<file path="config.mk">
export PLATFORM = sky130hd
export DESIGN_NAME = instruction_fetch
export DESIGN_NICKNAME = d
export VERILOG_FILES = /design/src/rtl/instruction_fetch_pkg.sv /design/src/rtl/instruction_fetch.sv
export SDC_FILE = /design/constraint.sdc
export NUM_CORES = 1
export LEC_CHECK = 0
export ABC_AREA = 0
export BUFFER_PORTS_ARGS = -buffer_cell sky130_fd_sc_hd__buf_2
export CORE_ASPECT_RATIO = 0.9
export CORE_MARGIN = 2
export CORE_UTILIZATION = 45
export DETAILED_ROUTE_END_ITERATION = 12
export GPL_TIMING_DRIVEN = 0
export PLACE_DENSITY = 0.75
export SYNTH_ARGS = -nofsm -noshare
export SYNTH_HDL_FRONTEND = slang
export SYNTH_SLANG_ARGS = --single-unit
export TNS_END_PERCENT = 10
</file>
<file path="constraint.sdc">
create_clock -name CLK -period 3.7 [get_ports CLK]
set_input_delay 0.185 -clock CLK [delete_from_list [all_inputs] [get_ports CLK]]
set_output_delay 0.185 -clock CLK [all_outputs]
set_load 0.01 [all_outputs]
</file>
<file path="src/rtl/instruction_fetch_pkg.sv">
// instruction_fetch_pkg: shared fetch-stage state encoding and instruction constants
package instruction_fetch_pkg;
  typedef enum logic {FETCH, HOLD} fetch_state_t;
  localparam int INSTR_WIDTH = 32;
  localparam int PC_INC = 4;
endpackage

</file>
<file path="src/rtl/instruction_fetch.sv">
// instruction_fetch: fixed-latency instruction fetch with a hold/ready handshake to decode
module instruction_fetch
  import instruction_fetch_pkg::*;
#(
  parameter int RD_LATENCY = 2,
  parameter int PC_WIDTH = 64
) (
  input  logic                   CLK,
  input  logic                   Reset,
  input  logic [PC_WIDTH-1:0]    StartPC,
  output logic [PC_WIDTH-1:0]    Address,
  input  logic [INSTR_WIDTH-1:0] Data,
  output logic [INSTR_WIDTH-1:0] InstrOut,
  output logic [PC_WIDTH-1:0]    PCOut,
  output logic                   InstrValid,
  input  logic                   InstrReady,
  input  logic                   Redirect,
  input  logic [PC_WIDTH-1:0]    RedirectPC
);
  localparam logic [PC_WIDTH-1:0] align_mask = ~PC_WIDTH'(3);
  logic [PC_WIDTH-1:0] pc;
  logic [3:0] cnt;
  fetch_state_t state;
  logic capture;
  assign Address = pc;
  assign capture = (state == FETCH) && (cnt == 4'(RD_LATENCY - 1));
  // Reset beats Redirect, which beats both capture and handshake
  always_ff @(posedge CLK) begin
    if (Reset) begin
      pc <= StartPC & align_mask;
      InstrOut <= '0;
      PCOut <= '0;
      InstrValid <= 1'b0;
      cnt <= '0;
      state <= FETCH;
    end else if (Redirect) begin
      pc <= RedirectPC & align_mask;
      InstrValid <= 1'b0;
      cnt <= '0;
      state <= FETCH;
    end else if (capture) begin
      InstrOut <= Data;
      PCOut <= pc;
      InstrValid <= 1'b1;
      cnt <= '0;
      state <= HOLD;
    end else if (state == FETCH) begin
      cnt <= cnt + 4'd1;
    end else if (InstrReady) begin
      pc <= pc + PC_WIDTH'(PC_INC);
      InstrValid <= 1'b0;
      state <= FETCH;
    end
  end
endmodule

</file>
Word level (Yosys, flattened, before mapping)

Cells that the tools add are included.

Div/mod/pow operators: 0
Equality and inequality tests: 2
Bitwise gates (word level): 3
Reductions and logical operators: 11
Shift operators: 0
Add/subtract/negate cells: 2
Magnitude comparators: 0
Muxes and demuxes: 11
Multipliers: 0

Operators with widths:

| cell                  | number |
|---|---|
| $mux 64               | 5 |
| $add 64x3->64 const B | 1 |
| $mux 1                | 6 |
| $reduce_and 3->1      | 2 |
| $reduce_bool 3->1     | 2 |
| $add 4x1->4 const B   | 1 |
| $eq 4x1->1 const B    | 1 |
| $reduce_and 2->1      | 2 |
| $reduce_bool 2->1     | 2 |
| $ne 3x3->1 const B    | 1 |
| $not 1->1             | 3 |
| $reduce_or 3->1       | 1 |
| $reduce_or 2->1       | 1 |
| $logic_and 1x1->1     | 1 |

Output and inout port bits: 161
Register bits: 166
Memory bits (read-only): 0
Latch bits: 0
Bits in writable memories: 0
Memories kept: 0

Longest topological paths before layout

Gate-level depths: netlist (run 1).

Depth in word-level cells: 6
Mapped depth: 9
Depth with buffers taken out: 7

Worst setup path after synthesis (run 1)

No wires, ideal clock.

Kind: in2reg
Start point: input Redirect
End point: register pc[10], in the netlist Address[10] (enable)
Stages: 4
Buffers on the path: 2
Slack: 1.000 ns
Required time: 3.017 ns
Arrival time: 2.017 ns
Cell sequence: clkbuf_1 clkbuf_1 nor2_1 nand2_1

Longest elaborated chain between the ends: 2
Elaborated cells between the ends (all ways): 4
Classes of those cells: eq/ne (1); reduce/logical (3)

RTL lines:

| element                                                          | RTL line                | RTL |
|---|---|---|
| from (decl)                                                      | instruction_fetch.sv:17 | `input logic Redirect,` |
| $ne 3x3->1 (no source line) or $reduce_bool 3->1 (tied branches) | --                      |  |
| $reduce_and 3->1 (no source line) (*)                            | --                      |  |
| to (signal assigned)                                             | instruction_fetch.sv:30 | `pc <= StartPC & align_mask;` |
| to (signal assigned)                                             | instruction_fetch.sv:37 | `pc <= RedirectPC & align_mask;` |
| to (signal assigned)                                             | instruction_fetch.sv:50 | `pc <= pc + PC_WIDTH'(PC_INC);` |
| to (decl)                                                        | instruction_fetch.sv:21 | `logic [PC_WIDTH-1:0] pc;` |

Every way passes the cells marked *; elsewhere a longest branch is shown, timed or not.
A chain may end at the register's enable or synchronous reset.

Worst setup path in the final report (run 1)

Start point: register pc[35], in the netlist Address[35]
End point: register pc[49], in the netlist Address[49], data pin

Longest elaborated chain between the ends: 6

RTL lines:

| element       | RTL line                | RTL |
|---|---|---|
| $add 64x3->64 | instruction_fetch.sv:50 |  |
| $mux 64       | instruction_fetch.sv:49 | `end else if (InstrReady) begin` |
| $mux 64       | instruction_fetch.sv:47 | `end else if (state == FETCH) begin` |
| $mux 64       | instruction_fetch.sv:41 | `end else if (capture) begin` |
| $mux 64       | instruction_fetch.sv:36 | `end else if (Redirect) begin` |
| $mux 64       | instruction_fetch.sv:29 | `if (Reset) begin` |

No other way between the ends. The select of a mux whose other input is x is not followed.

==> results of run 1 <==
-- flip-flops by register name, indices dropped and copies added, names as in the netlist --
name        count
Address        62
cnt             4
PCOut          62
InstrOut       32
InstrValid      1
state           1
-- what timing repair did --
| item | 4_1_cts | 5_1_grt |
|---|---|---|
| hold buffers | 30 | 0 |
| hold endpoints to repair | 30 | 0 |
| setup buffers | 0 | 0 |
| gates resized for setup | 0 | 0 |
-- metal layers --
metal	global-route usage	vias up	wire length [um]
met5	0	-	0
met2	0.489	376	13200
met4	0.104	0	798
li1	-	3950	-
met1	0.366	3779	11800
met3	0.0672	57	2210
-- per-stage QoR --
step / util / setup slack (ns) / instances / total power, W / TNS (ns)
2_1_floorplan: - / 1.00 / 927 / 0.00249 / 0
3_3_place_gp: 0.564 / -0.325 / 1482 / 0.00281 / -20.07
3_5_place_dp: 0.564 / 0.591 / 1482 / 0.00282 / 0
4_1_cts: 0.616 / 0.574 / 1544 / 0.00464 / 0
5_1_grt: 0.616 / 0.430 / 1545 / 0.00480 / 0
6_report: 0.617 / 0.624 / 1548 / 0.00464 / 0
-- synthesized netlist by cell type, types with 8 or more instances --
| cell type | instances |
|---|---|
| o21ai_1 | 23 |
| edfxtp_1 | 62 |
| nand3_1 | 23 |
| nor4_2 | 10 |
| nand2_1 | 255 |
| nand2b_1 | 10 |
| xor2_1 | 23 |
| a22oi_1 | 21 |
| xnor2_1 | 30 |
| o31ai_1 | 8 |
| nor2_1 | 28 |
| dfxtp_1 | 100 |
| nor3_1 | 16 |
| o21ai_0 | 27 |
| nor4_1 | 8 |
| buf_1 | 8 |
| inv_1 | 12 |
| mux2i_1 | 13 |
| clkbuf_1 | 52 |
| a21oi_1 | 114 |
-- logic make-up (layout without fill, tap and decap cells) --
group,Yosys count,in the layout,share of synthesized area
adders and majority gates,3,3,0.00470
DFF,162,162,0.484
xor gates and xnor gates,53,53,0.0582
muxes,14,14,0.0177
and+or+nand+nor,394,394,0.239
other,1,8,0.000470
buffers and inverters,82,459,0.0441
AOI/OAI and AO/OA,215,215,0.152
-- placed cells by master, fill, tap and decap left out, types with 27 or more instances in the layout --
cell type,n
xnor2_1,30
nand2_1,254
a21oi_1,114
edfxtp_1,62
o21ai_0,27
clkbuf_1,53
dlygate4sd3_1,30
nor2_1,28
buf_2,317
dfxtp_1,100
-- path summary, 6_finish.rpt --
kind	cells past startpoint	slack, ns	start	to
max	7	0.62	Address[35]$_DFFE_PP_	Address[49]$_DFFE_PP_
min	3	0.01	Data[1]	InstrOut[1]$_SDFFE_PP0P_
max reg2reg	7	0.62	Address[35]$_DFFE_PP_	Address[49]$_DFFE_PP_
min reg2reg	2	0.44	InstrValid$_SDFFE_PP0P_	InstrValid$_SDFFE_PP0P_
-- power groups by stage --
stage | Combinational, W | Sequential (W) | Clock, W
floorplan | 0.000305 | 0.00218 | 0
global placement | 0.000636 | 0.00217 | 0
detailed placement | 0.000648 | 0.00217 | 0
CTS | 0.000677 | 0.00213 | 0.00184
global route | 0.000748 | 0.00215 | 0.00190
finish | 0.000680 | 0.00214 | 0.00183
-- worst reg2reg max path, delay by kind of cell, from the launching register on --
kind	cells	cell delay [ns]
buf+inv	1	0.42
flops	1	0.37
compound gates	2	0.56
simple gates	4	1.48
-- final cells by class --
cell class / count / share of cell area
Buffer: 70 / 0.0284
Clock inverter: 9 / 0.00707
Antenna cell: 4 / 0.000927
Sequential cell: 162 / 0.358
Tap cell: 240 / 0.0278
Multi-Input combinational cell: 683 / 0.351
Clock buffer: 23 / 0.0493
Inverter: 12 / 0.00417
Timing Repair Buffer: 345 / 0.174
==> results.env, run 1 <==
STATUS='finished, final reports clean'
CRITPATHREQUIREDTIME_NS=3.87
IR_WORST_VDD_mV=0.327
YOSYSUNIQUECELLTYPES=50
SYNTH_EDF_COUNT=62
TIMING_MAX_TRANSITION_VIOLATIONS_FINAL=0
TIMING.FINAL.CRIT_PERIOD_NS=3.08
SYNTH_AREA_LEADER_CELL='dfxtp_1'
ANTENNA_FOUND_INITIAL=2
NUM_VIAS=8162
TIGHTESTPINTRANSITION_NS=0.935
MAX-SLEW-MARGIN-REL=0.376
CLKPWRFRAC=0.394
NETLIST.AREA_LEADER.SHARE=0.251
ROUTED_VIA_DENSITY=5.27
POWER_LEAKAGE_nW=4.45
NUM-FILL-CELLS=1568
GRT_PASS1_VIAS=7540
CRIT_TYPE='reg2reg'
CELL_AT_THE_SLOWEST_STAGE_OF_THE_CRITICAL_PATH='nor4_1'
DRT-WIRELENGTH-PER-CELL_UM=18.2
PWR_DENSITY_CELL_nW_PER_UM2=430
CTS_NUM_SINKS=162
CORE-AREA_UM2=17500
SYNTH_AREA_LEADERS='dfxtp_1, edfxtp_1, nand2_1'
HTREE_NUM_LEVELS=4
MAX_ROOT_SINK_BUFFERS=2
YS_SEQ_ELEMENTS=162
TRITONCTS.NUM_BUFFERS=17
P_COMB_FRAC=0.146
CTS_TREE='done'
GLOBALROUTE.TOTALOVERFLOW=0
FINISH.NET_COUNT=1458
GP_CONGESTION=0.872
CLOCK-SKEW-FINAL_NS=0.0128
TIMING.CRITICAL_PATH.SLOWEST_CELL_DELAY_NS=0.52
SETUP.WORST_PATH.START_CLASS='flop'
ASYNC_FLOP_SHARE=0
INITIAL_UTILIZATION=0.456
DRT_PASS1_ITERATIONS=5
DRIVE_GT1_FRAC=0.299
NETLIST_AREA_UM2=7980
FINAL.HOLD.WORST_SLACK_NS=0.0147
TOTAL_GLOBAL_ROUTE_TRACK_USAGE=0.290
IOPINCOUNT=325
RSZ0062_AT_GRT='false'
FP.DIEH_UM=130
DRC_ERRORS=0
CRITICAL_PATH_DATA_ARRIVAL_TIME_NS=3.25
FLOORPLAN.DIE_AREA_UM2=18800
CPLARGESTDELAYFAMILY='simple AND/OR/NAND/NOR gates'
PORT_BUFFERS=315
MULTI_INPUT_GATE_AREA_IN_THE_FINAL_LAYOUT_UM2=3780
NUMBER_OF_MAX_CAP_VIOLATIONS=0
SYNTH_FLOP_CELL='dfxtp_1'
AREA.SEQUENTIAL_UM2=3860
CRITICAL_PATH.CELL_CHAIN='clkbuf_1, nand4_2, nor4_1, nand3_1, o21a_1, o311ai_1, nand2_1'
HOLD_VIOLATIONS=0
ROUTE.ANTENNA.REMAINING_NETS=0
TIMING.CRITICAL_PATH.TO_TYPE='flop'
SYNTH-SEQ-AREA-SHARE=0.484
DIE_WIDTH_UM=144
POST_SYNTH.CELL_AREA_AVG_UM2=8.64
CLOCK_INSERTION_DELAY_WORST_SKEW_NS=0.43
HOLDCRITPATHCLASS='in2reg'
DP_HPWL_MM=20.2
CRITICAL_PATH_PEAK_FANOUT=9
AREA_GROWTH_PCT=35.3
LARGEST_NET_DEGREE_AT_THE_START_OF_GLOBAL_ROUTING=65
CTS_ROOT_BUFFER='clkbuf_16'
SWITCHING_SHARE=0.287
TIMING.CRITICAL_PATH.BUF_INV=1
DRT_ITER0_MARKERS=674
YOSYS_WARNINGS=0
MAX_FREQ_MHz=325
GLOBAL_ROUTE_WIRE_LENGTH_BEFORE_REPAIR_MM=41.3
STDCELL_AREA_UM2=10800
LAYOUT_WORST_PATH_CYCLE_SHARE=0.831
SYNTH_CELLS=924
POWER.SWITCHING_W=0.00133
SETUP_VIOL=0
POSTPLACECELLAREA_UM2=9880
P_INT_W=0.00331
CLK_PIN_SLEW_NS=0.07
SEQUENTIALPOWERSHARE=0.460
FLOORPLAN_ROW_COUNT=46
TOTALWIRELENGTH_MM=28.1
Note: power is estimated with default switching activity, not from simulation.
==> run 2: changes to the inputs <==
ABC_AREA = 1   (was 0)
PLACE_DENSITY = 0.77   (was 0.75)
clock period = 2.55 ns   (was 3.7 ns; I/O delays follow)
==> run 2 against run 1 <==
  * Count of clock-buffer cells in the layout fell by 6
  * Clock skew fell by 0.0031 ns
  * Maximum frequency rose by 29%
  * Wire length rose by 23%
  * Core utilization rose by 1.4 points
  * Non-clock buffer count rose by 47
  * Synthesized cell count rose by 41%
  * Sequential share of layout area fell by 3.9 points
  * Setup slack got worse by 0.46 ns
  * Final cell count rose by 28%
  * Critical path type unchanged
  * Critical endpoint is now InstrOut[28]$_SDFFE_PP0P_
  * Largest cell class is now multi-input combinational cells
  * Largest power group unchanged
==> results.env, run 2 <==
STATUS='finished, final reports clean'  # unchanged
IR_WORST_VDD_mV=0.419  # was 0.327 mV
YOSYSUNIQUECELLTYPES=29  # was 50
GP_CONGESTION=0.960  # was 0.872
CLK_PIN_SLEW_NS=0.08  # was 0.07 ns
ROUTED_VIA_DENSITY=5.29  # was 5.27
NETLIST_AREA_UM2=8830  # was 7980 um2
GLOBAL_ROUTE_WIRE_LENGTH_BEFORE_REPAIR_MM=50.6  # was 41.3 mm
INITIAL_UTILIZATION=0.460  # was 0.456
CELL_AT_THE_SLOWEST_STAGE_OF_THE_CRITICAL_PATH='nor2_2'  # was nor4_1
STDCELL_COUNT=1986  # was 1548
POST_SYNTH_MUX_AREA_SHARE=0  # was 0.0177
ARITHMETIC_CELL_SHARE_OF_THE_SYNTHESIZED_AREA_COUNTING_FULL_ADDERS_HALF_ADDERS_AND_MAJORITY_GATES=0.00425  # was 0.00470
SETUP.WORST_PATH.START_CLASS='flop'  # unchanged
HOLD_VIOLATIONS=0  # unchanged
LARGEST_NET_DEGREE_AT_THE_START_OF_GLOBAL_ROUTING=65  # unchanged
SYNTH-SEQ-AREA-SHARE=0.438  # was 0.484
HOLD_PATH_DEPTH=3  # unchanged
FINISH.NET_COUNT=1886  # was 1458
POWER_LEAKAGE_nW=5.58  # was 4.45 nW
FIN_SETUP_TNS_NS=0  # unchanged
MAIN_COMBINATIONAL_CELL_FAMILY_BY_AREA_AFTER_SYNTHESIS='simple AND/OR/NAND/NOR gates'  # unchanged
SETUP_VIOL=0  # unchanged
SYNTH_AREA_LEADERS='dfxtp_1, edfxtp_1, nand2_1'  # unchanged
POST_SYNTH.CELL_AREA_AVG_UM2=6.77  # was 8.64 um2
FLOORPLAN_ROW_COUNT=48  # was 46
SYNTH_CELLS=1304  # was 924
DRT_PASS1_ITERATIONS=9  # was 5
DRC_ERRORS=0  # unchanged
TIMING.FINAL.CRIT_PERIOD_NS=2.38  # was 3.08 ns
HOLDCRITPATHCLASS='in2reg'  # unchanged
REG2REG_SETUP_SLACK_NS=0.17  # was 0.62 ns
DIE_WIDTH_UM=152  # was 144 um
TOTALWIRELENGTH_MM=34.5  # was 28.1 mm
CTS_NUM_SINKS=162  # unchanged
PWR_DENSITY_CELL_nW_PER_UM2=568  # was 430 nW/um2
MAX_FREQ_MHz=419  # was 325 MHz
FF2FF_PATH_DEPTH=8  # was 7
AREA_GROWTH_PCT=37.2  # was 35.3%
CRITICAL_PATH.CELL_CHAIN='ha_1, nand2_1, nor2_2, nand2_2, buf_2, buf_2, nand2_1, a21oi_1'  # was clkbuf_1, nand4_2, nor4_1, nand3_1, o21a_1, o311ai_1, nand2_1
DRT_ITER0_MARKERS=901  # was 674
YS_SEQ_ELEMENTS=162  # unchanged
TIMING.CRITICAL_PATH.SLOWEST_CELL_DELAY_NS=0.47  # was 0.52 ns
DP_HPWL_MM=25.5  # was 20.2 mm
CRIT_TYPE='reg2reg'  # unchanged
RSZ0062_AT_GRT='false'  # unchanged
LAYOUT.CELLS.MOST_COMMON_LIST='nand2_1, buf_2, nor2_1, a21oi_1, nand3_1'  # was buf_2, nand2_1, a21oi_1, dfxtp_1, edfxtp_1
CRITICAL_PATH_DATA_ARRIVAL_TIME_NS=2.69  # was 3.25 ns
CTS.REPAIR.RESIZED=0  # unchanged
YOSYS_WARNINGS=0  # unchanged
TIMING.CRITICAL_PATH.TO_TYPE='flop'  # unchanged
PLACE.DETAILED.INSTANCES=1872  # was 1482
SYNTH_COMPOUND_AREA_FRAC=0.0954  # was 0.152
TIMING_MAX_TRANSITION_VIOLATIONS_FINAL=0  # unchanged
NUMBER_OF_MAX_CAP_VIOLATIONS=0  # unchanged
GRT_PASS1_VIAS=9500  # was 7540
GLOBALROUTE.TOTALOVERFLOW=0  # unchanged
NUM-FILL-CELLS=1787  # was 1568
SYNTH_AREA_LEADER_CELL='dfxtp_1'  # unchanged
SYNTH-SIMPLE-AREA-SHARE=0.378  # was 0.239
ASYNC_FLOP_SHARE=0  # unchanged
POST-SYNTH-TOP-COUNT-CELL='nand2_1'  # unchanged
CRITPATHREQUIREDTIME_NS=2.86  # was 3.87 ns
DRT-WIRELENGTH-PER-CELL_UM=17.4  # was 18.2 um
TOTAL_GLOBAL_ROUTE_TRACK_USAGE=0.322  # was 0.290
MAX-SLEW-MARGIN-REL=0.348  # was 0.376
NUM_VIAS=10500  # was 8162
SYNTH_EDF_COUNT=62  # unchanged
SYNTH_FLOP_CELL='dfxtp_1'  # unchanged
NETLIST.AREA_LEADER.SHARE=0.227  # was 0.251
CLOCK-SKEW-FINAL_NS=0.00967  # was 0.0128 ns
STDCELL_AREA_UM2=12100  # was 10800 um2
PORT_BUFFERS=315  # unchanged
HTREE_NUM_LEVELS=4  # unchanged
CTS_ROOT_BUFFER='clkbuf_16'  # unchanged
FLOORPLAN.DIE_AREA_UM2=20800  # was 18800 um2
TIGHTESTPINTRANSITION_NS=0.977  # was 0.935 ns
CLOCK_INSERTION_DELAY_WORST_SKEW_NS=0.44  # was 0.43 ns
POST_SYNTH_XOR_AREA_FRACTION=0.0268  # was 0.0582
CORE-AREA_UM2=19200  # was 17500 um2
CRITICAL_PATH_PEAK_FANOUT=10  # was 9
MAX_ROOT_SINK_BUFFERS=2  # unchanged
LAYOUT_WORST_PATH_CYCLE_SHARE=0.935  # was 0.831
CTS_TREE='done'  # unchanged
NETLIST_TOP_CELLS_COUNT='nand2_1, nor2_1, a21oi_1'  # was nand2_1, a21oi_1, dfxtp_1
POSTPLACECELLAREA_UM2=10700  # was 9880 um2
ANTENNA_FOUND_INITIAL=3  # was 2
ROUTE.ANTENNA.REMAINING_NETS=0  # unchanged
DRIVE_GT1_FRAC=0.222  # was 0.299
FP.DIEH_UM=137  # was 130 um
IOPINCOUNT=325  # unchanged
TRITONCTS.NUM_BUFFERS=17  # unchanged
FINAL_COMMON_CELL='nand2_1'  # was buf_2
==> run 2: layout make-up <==
type	instances	area, um2	area share
clock inverter	15	163	0.0134
timing repair buffer	393	2360	0.195
inverter	61	229	0.0189
buffer	69	282	0.0232
sequential	162	3860	0.319
antenna	4	10.0	0.000826
tap	250	313	0.0258
clock buffer	17	425	0.0351
multi-input combinational	1015	4480	0.369
==> run 2: path summary, 6_finish.rpt <==
| kind | start | end |
|---|---|---|
| hold reg to reg | InstrOut[4]$_SDFFE_PP0P_ | InstrOut[4]$_SDFFE_PP0P_ |
| setup reg to reg | cnt[0]$_SDFFE_PP0N_ | InstrOut[28]$_SDFFE_PP0P_ |
| setup / recovery | cnt[0]$_SDFFE_PP0N_ | InstrOut[28]$_SDFFE_PP0P_ |
| hold / removal | StartPC[17] | Address[17]$_DFFE_PP_ |
==> run 2: power breakdown <==
group          total, W  internal (W)  switching [W]
logic           0.00120      0.000489       0.000714
registers       0.00309       0.00287       0.000222
clock network   0.00258       0.00132        0.00126
total           0.00688       0.00468        0.00220
==> run 2: per-layer routing <==
layer | global-route usage | routed length (um) | share of wire | up-vias
met5 | 0 | 0 | 0 | -
met4 | 0.116 | 1030 | 0.030 | 0
met3 | 0.0543 | 3040 | 0.088 | 80
met2 | 0.518 | 15900 | 0.46 | 588
met1 | 0.439 | 14600 | 0.42 | 4811
li1 | - | - | - | 5021
==> run 2: per-stage QoR <==
step,util,setup WS (ns),hold slack (ns),power [W]
6_report,0.631,0.166,0.0210,0.00688
2_1_floorplan,-,0.127,0.295,0.00369
3_5_place_dp,0.559,0.288,0.401,0.00422
3_3_place_gp,0.558,-0.990,0.401,0.00421
5_1_grt,0.630,0.0954,0.0131,0.00713
4_1_cts,0.630,0.267,0.00421,0.00686
==> run 2: cells by family (layout without fill, tap and decap cells) <==
logic type / Yosys count / after routing
other: 1 / 8
AND/OR/NAND/NOR: 813 / 813
AO/OA/AOI/OAI: 168 / 168
adder cells (fa/ha/maj): 3 / 3
buffers and inverters: 130 / 555
flip-flops: 162 / 162
XOR/XNOR: 27 / 27
==> run 2: what timing repair did <==
| action | CTS | global route |
|---|---|---|
| buffers inserted | 0 | 0 |
| hold buffers | 78 | 0 |
| hold endpoints to repair | 78 | 0 |
==> run 2: critical path: cells and delay by family (launching register included) <==
kind	cells	cell delay, ns
buf+inv	2	0.53
simple gates	4	1.09
fa+ha+maj	1	0.17
flops	1	0.40
compound gates	1	0.06
==> run 3: changes to the inputs <==
clock period = 2.1 ns   (was 2.55 ns; I/O delays follow)
==> run 3 against run 2 <==
  * Critical path depth grew 2
  * Setup slack lost 0.15 ns
  * Clock power grew 22%
  * Highest routed layer unchanged
==> results.env, run 3 (synthesized netlist as in run 2, its figures left out) <==
STATUS='finished, final reports clean'  # unchanged
TIMING.FINAL.CRIT_PERIOD_NS=2.09  # was 2.38 ns
LARGEST_NET_DEGREE_AT_THE_START_OF_GLOBAL_ROUTING=65  # unchanged
NUM_VIAS=10600  # was 10500
HTREE_NUM_LEVELS=4  # unchanged
PLACEMENT.SETUP.WORST_SLACK_NS=-0.173  # was 0.288 ns
ANTENNA_FOUND_INITIAL=3  # unchanged
AREA_GROWTH_PCT=42.4  # was 37.2%
CRITICAL_PATH.CELL_CHAIN='ha_4, inv_1, nor2_2, nand3_2, clkinv_1, nand2_1, o21ai_1, nand3_1, nand2_1, nand2_1'  # was ha_1, nand2_1, nor2_2, nand2_2, buf_2, buf_2, nand2_1, a21oi_1
LAYOUT.CELLS.MOST_COMMON_LIST='nand2_1, buf_2, nor2_1, a21oi_1, nand3_1'  # unchanged
GLOBALROUTE.TOTALOVERFLOW=0  # unchanged
CTS_ROOT_BUFFER='clkbuf_16'  # unchanged
FINAL_COMMON_CELL='nand2_1'  # unchanged
POWER_LEAKAGE_nW=5.81  # was 5.58 nW
TRITONCTS.NUM_BUFFERS=17  # unchanged
DIE_WIDTH_UM=152  # unchanged
DRIVE_GT1_FRAC=0.252  # was 0.222
CRITICAL_PATH.MOST_COMMON_CELL='nand2_1'
ROUTE.ANTENNA.REMAINING_NETS=0  # unchanged
CTS_TREE='done'  # unchanged
HOLD_VIOLATIONS=0  # unchanged
AREA.SEQUENTIAL_UM2=3860  # unchanged
SETUP_VIOL=0  # unchanged
DRT_PASS1_ITERATIONS=7  # was 9
TIMING.CRITICAL_PATH.TO_TYPE='flop'  # unchanged
PWR_DENSITY_CELL_nW_PER_UM2=676  # was 568 nW/um2
MAX_ROOT_SINK_BUFFERS=2  # unchanged
FIN_SETUP_TNS_NS=0  # unchanged
FLOORPLAN_ROW_COUNT=48  # unchanged
MAX-SLEW-MARGIN-REL=0.299  # was 0.348
SETUP_SLACK_NS=0.0135  # was 0.166 ns
CLK_PIN_SLEW_NS=0.08  # about the same
TIMING.CRITICAL_PATH.BUF_INV=2  # unchanged
MAX_FREQ_MHz=479  # was 419 MHz
ROUTED_VIA_DENSITY=5.22  # was 5.29
GLOBAL_ROUTE_WIRE_LENGTH_BEFORE_REPAIR_MM=50.3  # was 50.6 mm
GP_CONGESTION=0.966  # was 0.960
CELL_AT_THE_SLOWEST_STAGE_OF_THE_CRITICAL_PATH='edfxtp_1'  # was nor2_2
IR_WORST_VDD_mV=0.477  # was 0.419 mV
CPLARGESTDELAYFAMILY='simple AND/OR/NAND/NOR gates'  # unchanged
CRITICAL_PATH_PEAK_FANOUT=5  # was 10
FLOORPLAN.DIE_AREA_UM2=20800  # unchanged
CORE-AREA_UM2=19200  # unchanged
TIMING.CRITICAL_PATH.SLOWEST_CELL_DELAY_NS=0.47  # about the same
NUM-FILL-CELLS=1732  # was 1787
CTS_NUM_SINKS=162  # unchanged
SETUP.WORST_PATH.START_CLASS='flop'  # unchanged
LAYOUT_WORST_PATH_CYCLE_SHARE=0.994  # was 0.935
CRITPATHREQUIREDTIME_NS=2.29  # was 2.86 ns
TIMING_MAX_TRANSITION_VIOLATIONS_FINAL=0  # unchanged
CRITICAL_PATH_DATA_ARRIVAL_TIME_NS=2.28  # was 2.69 ns
DRT-WIRELENGTH-PER-CELL_UM=17.0  # was 17.4 um
IOPINCOUNT=325  # unchanged
GRT_PASS1_VIAS=9518  # was 9500
DP_HPWL_MM=25.5  # about the same
DRC_ERRORS=0  # unchanged
RSZ0062_AT_GRT='true'  # was false
NUMBER_OF_MAX_CAP_VIOLATIONS=0  # unchanged
PORT_BUFFERS=315  # unchanged
TIGHTESTPINTRANSITION_NS=1.05  # was 0.977 ns
CLOCK-SKEW-FINAL_NS=0.0135  # was 0.00967 ns
TOTALWIRELENGTH_MM=34.6  # was 34.5 mm
DRT_ITER0_MARKERS=1268  # was 901
TOTAL_GLOBAL_ROUTE_TRACK_USAGE=0.319  # was 0.322
FP.DIEH_UM=137  # unchanged
INITIAL_UTILIZATION=0.460  # unchanged
FINAL.HOLD.WORST_SLACK_NS=0.00134  # was 0.0210 ns
FINISH.NET_COUNT=1933  # was 1886
CRIT_TYPE='reg2reg'  # unchanged
CLOCK_INSERTION_DELAY_WORST_SKEW_NS=0.44  # about the same
MULTI_INPUT_GATE_AREA_IN_THE_FINAL_LAYOUT_UM2=4570  # was 4480 um2
HOLDCRITPATHCLASS='in2reg'  # unchanged
-- run 3: timing repair --
action | 4_1_cts | 5_1_grt
hold buffers | 85 | 0
pin swaps | 0 | 2
endpoints found under the hold margin | 85 | 0
setup buffers | 0 | 40
gates resized for setup | 5 | 24
endpoints found under the setup margin | 101 | 75
cloned | 0 | 0
-- run 3: tightest hold or removal path, stage by stage --
cell	delay [ns]
buf_2	0.07
nor2_1	0.03
a21oi_1	0.10
-- run 3: final cells by class --
type	instances	share of cell area
well taps	250	0.0249
diodes	4	0.000796
plain buffers	69	0.0225
clock inverters	15	0.0125
multi-input cells	1015	0.363
repair buffers	440	0.217
clock buffers	17	0.0338
inverters	61	0.0182
flip-flops and latches	162	0.307
-- run 3: through the flow --
step	utilization	cells	power (W)	area, um2
2_1_floorplan	-	1307	0.00448	8840
3_3_place_gp	0.559	1872	0.00511	10700
3_5_place_dp	0.559	1872	0.00513	10700
4_1_cts	0.634	1989	0.00834	12200
5_1_grt	0.654	2032	0.00883	12600
6_report	0.654	2033	0.00850	12600
-- run 3: path summary, 6_finish.rpt --
path / start / end / slack, ns / cells after the start
setup / recovery: Address[3]$_DFFE_PP_ / Address[60]$_DFFE_PP_ / 0.01 / 10
hold / removal: StartPC[13] / Address[13]$_DFFE_PP_ / 0.001 / 3
setup reg to reg: Address[3]$_DFFE_PP_ / Address[60]$_DFFE_PP_ / 0.01 / 10
hold reg to reg: PCOut[12]$_SDFFE_PP0P_ / PCOut[12]$_SDFFE_PP0P_ / 0.46 / 2
-- run 3: layer usage --
| layer | global-route usage | part of all wire | vias up |
|---|---|---|---|
| met4 | 0.107 | 0.033 | 0 |
| met2 | 0.511 | 0.46 | 566 |
| met1 | 0.436 | 0.42 | 4839 |
| met5 | 0 | 0 | - |
| li1 | - | - | 5113 |
| met3 | 0.0557 | 0.092 | 99 |
-- run 3: where the power goes --
part	internal [W]	total [W]	switching, W	leakage (nW)
combinational	0.000699	0.00162	0.000922	4.08
sequential	0.00349	0.00374	0.000248	1.45
clock	0.00160	0.00315	0.00154	0.292
